<file path="src/rtl/mcac_pkg.sv">
// mcac_pkg: shared PCM word width, FIFO entry width and receive state type
package mcac_pkg;
    localparam int PCM_W = 8;
    localparam int ENTRY_W = PCM_W + 1;
    typedef enum logic {HUNT, SHIFT} rx_state_e;
endpackage

</file>
<file path="src/rtl/pcm_fifo.sv">
// pcm_fifo: show-ahead FIFO; head, valid and level are all registers
module pcm_fifo #(
    parameter int DEPTH = 4,
    parameter int W = 9
) (
    input  logic                       clk,
    input  logic                       reset,
    input  logic                       push,
    input  logic [W-1:0]               din,
    input  logic                       rd,
    output logic [W-1:0]               dout,
    output logic                       valid,
    output logic                       full,
    output logic                       ovf,
    output logic [$clog2(DEPTH):0]     level
);
    localparam int AW = $clog2(DEPTH);
    logic [W-1:0] mem [DEPTH];
    logic [AW-1:0] wptr, rptr, rnext;
    logic [AW:0] cnt_n;
    logic [W-1:0] head_n;
    logic pop, wr;
    always_comb begin
        pop = valid && rd;
        full = level == (AW+1)'(DEPTH);
        wr = push && (!full || pop);
        ovf = push && full && !pop;
        cnt_n = level + {{AW{1'b0}}, wr} - {{AW{1'b0}}, pop};
        rnext = rptr + AW'(1);
        // the incoming word becomes head when the queue was empty or is being emptied
        head_n = cnt_n == '0 ? '0
               : (level == '0 || (pop && level == (AW+1)'(1))) ? din
               : pop ? mem[rnext] : dout;
    end
    always_ff @(posedge clk)
        if (wr)
            mem[wptr] <= din;
    always_ff @(posedge clk) begin
        if (reset) begin
            wptr <= '0;
            rptr <= '0;
            level <= '0;
            dout <= '0;
            valid <= 1'b0;
        end else begin
            wptr <= wr ? wptr + AW'(1) : wptr;
            rptr <= pop ? rnext : rptr;
            level <= cnt_n;
            dout <= head_n;
            valid <= cnt_n != '0;
        end
    end
endmodule

</file>
<file path="src/rtl/pcm_serial_rx.sv">
// pcm_serial_rx: frame-synced serial PCM deserializer with law tagging and output FIFO
module pcm_serial_rx
    import mcac_pkg::*;
#(
    parameter int DEPTH = 4
) (
    input  logic                   clk,
    input  logic                   reset,
    input  logic                   bit_en,
    input  logic                   sdi,
    input  logic                   fs,
    input  logic                   law_cfg,
    output logic [PCM_W-1:0]       sin,
    output logic                   law,
    output logic                   s_valid,
    input  logic                   s_ready,
    output logic                   ferr,
    output logic                   ovr,
    output logic [$clog2(DEPTH):0] level
);
    rx_state_e state, state_n;
    logic [2:0] bcnt;
    logic [PCM_W-1:0] sr;
    logic lawq, msb, shift_bit, push, ferr_n, ovf, full;
    always_ff @(posedge clk)
        state <= reset ? HUNT : state_n;
    always_comb
        state_n = (bit_en && fs) ? SHIFT
                : (bit_en && state == SHIFT && bcnt == 3'd7) ? HUNT : state;
    // FS always restarts a word; in SHIFT it also flags the abandoned partial word
    always_comb begin
        msb = bit_en && fs;
        shift_bit = bit_en && !fs && state == SHIFT;
        push = shift_bit && bcnt == 3'd7;
        ferr_n = msb && state == SHIFT;
    end
    always_ff @(posedge clk) begin
        if (reset) begin
            bcnt <= '0;
            sr <= '0;
            lawq <= 1'b0;
            ferr <= 1'b0;
            ovr <= 1'b0;
        end else begin
            sr <= (msb || shift_bit) ? {sr[PCM_W-2:0], sdi} : sr;
            bcnt <= msb ? 3'd1 : shift_bit ? bcnt + 3'd1 : bcnt;
            lawq <= msb ? law_cfg : lawq;
            ferr <= ferr_n;
            ovr <= ovf;
        end
    end
    pcm_fifo #(.DEPTH(DEPTH), .W(ENTRY_W)) u_fifo (
        .clk   (clk),
        .reset (reset),
        .push  (push),
        .din   ({lawq, sr[PCM_W-2:0], sdi}),
        .rd    (s_ready),
        .dout  ({law, sin}),
        .valid (s_valid),
        .full  (full),
        .ovf   (ovf),
        .level (level)
    );
endmodule
</file>
<file path="config.mk">
export PLATFORM = sky130hd
export DESIGN_NAME = pcm_serial_rx
export DESIGN_NICKNAME = d
export VERILOG_FILES = /design/src/rtl/mcac_pkg.sv /design/src/rtl/pcm_fifo.sv /design/src/rtl/pcm_serial_rx.sv
export SDC_FILE = /design/constraint.sdc
export NUM_CORES = 1
export LEC_CHECK = 0
export ABC_CLOCK_PERIOD_IN_PS = 6200
export CORE_MARGIN = 10
export CORE_UTILIZATION = 30
export DETAILED_ROUTE_END_ITERATION = 16
export HOLD_SLACK_MARGIN = 0.02
export PLACE_DENSITY_LB_ADDON = 0.2
export SLEW_MARGIN = 20
export SYNTH_ARGS = -nofsm -noshare
export SYNTH_HDL_FRONTEND = slang
export SYNTH_SLANG_ARGS = --single-unit
</file>
<file path="constraint.sdc">
create_clock -name clk -period 6.2 [get_ports clk]
set_input_delay 1.24 -clock clk [delete_from_list [all_inputs] [get_ports clk]]
set_output_delay 1.24 -clock clk [all_outputs]
set_load 0.05 [all_outputs]
</file>
==> summary.md <==
| Metric | Value |
|---|---|
| CTS Hold Bufs | 0 |
| Yosys warns | 0 |
| Routed Antenna Nets | 0 |
| Die height | 113 um |
| Hold_sp | bcnt[0] |
| Area Growth Syn to Fin | 21.5% |
| Synth Flop Type | edfxtp_1 |
| Clock buffer depth | 2 |
| Total Routed Length | 5.35 mm |
| CP startpoint | bit_en |
| Setup crit end kind | flop |
| # IOs | 22 |
| Min cycle time layout | 3360 ps |
| Fin util | 0.378 |
| Post-CTS sizing | 0 |
| Antenna cell count | 0 |
| Clk_lat worst skew | 340 ps |
| Num CTS Buffers | 9 |
| CP arrival | 3580 ps |
| Port-buffer cells | 21 |
| Sequential-to-total area share from yosys stat | 0.659 |
| Standard-cell rows | 33 |
| WP data required | 6420 ps |
| Leakage power | 0.00106 uW |
| RSZ-0062 raised after global routing | false |
| Post-synth EDFFs | 36 |
| Die width | 113 um |
| DR vias/cell | 4.80 |
| Fmax | 297 MHz |
| CP Class | input pin to flop |
| Initial Util | 0.311 |
| Relative slew slack | 0.419 |
| Pre-Repair DR Iteration Count | 5 |
| First-pass GRT wire length | 8.61 mm |
| Max-slew violation count | 0 |
| Vias in the first global route | 1521 |
| Largest net degree at the start of global routing | 23 |
| First-iteration detailed-routing DRC count | 82 |
| Count of different cell masters after synthesis | 33 |
| Mean Syn Cell Area | 14.0 um^2 |
| Clock Skew | 9.07 ps |
| Slew of the pin with the lowest slew margin | 869 ps |
| Nets | 227 |
| Power density over the cells | 370 mW/mm^2 |
| GRT overflow | 0 |
| Hold Crit Class | flop to flop |
| WL/cell | 16.7 um |
| Synthesized netlist cell count | 184 |
| RD Place Congestion | 0.677 |
| Worst-path clk slew | 70 ps |
| Die area | 0.0127 mm^2 |
| Post-route DRC | 0 |
| Worst r2r src | bcnt[0] |
| Final setup TNS | 0 ps |
| CTS tree | built |
| GRT Total Usage | 0.0880 |
| Ys async rst share | 0 |
| Final setup vio count | 0 |
| VDD IR-drop max | 180 uV |
| Routed vias | 1540 |
| Root Buffer Master | clkbuf_8 |
| Hold depth | 1 |
| Hold Vio Cnt, Final | 0 |
| Syn nets | 200 |
| # Post-CTS Setup Buffers | 0 |
| Crit-path max FO | 10 |
| Worst r2r path cells | 9 |
| # clock sinks | 67 |
| Final Cycle Share | 0.542 |
| Max Cap Viol | 0 |
| Core ar. | 0.00830 mm^2 |
| Mapped Area | 0.00258 mm^2 |
| Synthesized flop and latch total | 67 |
| Status | completed |
| Initial antenna violation count | 0 |
| Layout cells sized above 1 | 0.120 |
| DP HPWL | 3.45 mm |
| Crit path launch type | input pin |
| Depth of the CTS H-tree | 3 |
==> logic make-up after synthesis <==
group / after synthesis / synth area share
and+or+nand+nor: 53 / 0.0910
DFF: 67 / 0.659
muxes: 10 / 0.0838
AOI/OAI and AO/OA: 27 / 0.0809
adders and majority gates: 9 / 0.0465
xor gates and xnor gates: 5 / 0.0170
buffers and inverters: 13 / 0.0223
==> per-stage QoR <==
| stage | power, uW | cells | area, um^2 | setup WS, ps | hold WS [ps] |
|---|---|---|---|---|---|
| finish | 1160 | 321 | 3140 | 2840 | 483 |
| global route | 1220 | 321 | 3140 | 2650 | 505 |
| CTS | 1180 | 321 | 3140 | 2850 | 483 |
| detailed placement | 740 | 305 | 2900 | 2480 | 466 |
| global placement | 741 | 305 | 2900 | 2480 | 465 |
| floorplan | 669 | 184 | 2580 | 3170 | 444 |
==> flip-flops by register name, summed over array words and instances, names as in the netlist <==
register / cells
bcnt: 3
ferr: 1
lawq: 1
ovr: 1
sr: 7
state: 1
u_fifo.dout: 9
u_fifo.level: 3
u_fifo.mem: 36
u_fifo.rptr: 2
u_fifo.valid: 1
u_fifo.wptr: 2
==> worst paths after layout <==
| check | endpoint | slack (ps) |
|---|---|---|
| max | u_fifo.dout[0] | 2840 |
| min | bcnt[0] | 480 |
| max reg2reg | u_fifo.dout[0] | 3620 |
| min reg2reg | bcnt[0] | 480 |
==> where the power goes <==
group          internal (uW)  total, uW  switching [uW]
Clock                    268        433             166
Combinational           75.4        214             139
Sequential               483        513            29.9
Total                    826       1160             334
==> metal layers <==
| layer | wire (um) | track usage | vias up |
|---|---|---|---|
| li1 | - | - | 740 |
| met1 | 2480 | 0.113 | 744 |
| met2 | 2420 | 0.130 | 49 |
| met3 | 387 | 0.0401 | 7 |
| met4 | 66 | 0.0254 | 0 |
| met5 | 0 | 0 | - |
==> cells in the final DEF (no fill, tap or decap), drive strengths merged <==
master	instances
clkbuf	10
nand4b	1
dfxtp	31
and2	4
a21boi	2
clkinv	1
o21ai	1
edfxtp	36
clkdlybuf4s50	21
ha	8
a22oi	2
xnor2	3
a211oi	1
nor2b	2
nor3	1
xor2	2
mux2i	1
clkinvlp	2
mux4	9
a21oi	9
o21a	1
inv	8
nor3b	1
a222oi	9
and3b	1
bufinv	3
fa	1
a31oi	1
nor2	21
nand2	19
nand3	3
a21o	1
==> worst max-delay path, cell delays in order <==
cell and delay, ps:
clkdlybuf4s50_1 560, nand4b_1 170, a31oi_2 360, ha_1 230, fa_1 420, nor2_1 140
a21o_1 350, nor2_1 90
==> Yosys cell counts, types with 2 or more instances <==
library cell,number,area (um^2)
edfxtp_1,36,1080
dfxtp_1,31,621
nor2_1,21,78.8
nand2_1,18,67.6
a21oi_1,9,45.0
a222oi_1,9,90.1
ha_1,8,100
inv_1,8,30.0
mux4_2,8,180
and2_1,4,25.0
clkbuf_1,3,11.3
nand3_1,3,15.0
xnor2_1,3,26.3
a22oi_1,2,15.0
nor2b_1,2,12.5
xor2_1,2,17.5
==> area by class of cell <==
type                            instances  area [um^2]
Clock buffer                           10          128
Clock inverter                          6          114
Fill cell                             783         5160
Inverter                                8         30.0
Multi-Input combinational cell        104          825
Sequential cell                        67         1700
Tap cell                              105          131
Timing Repair Buffer                   21          210
(Power assumes the default switching activity.)
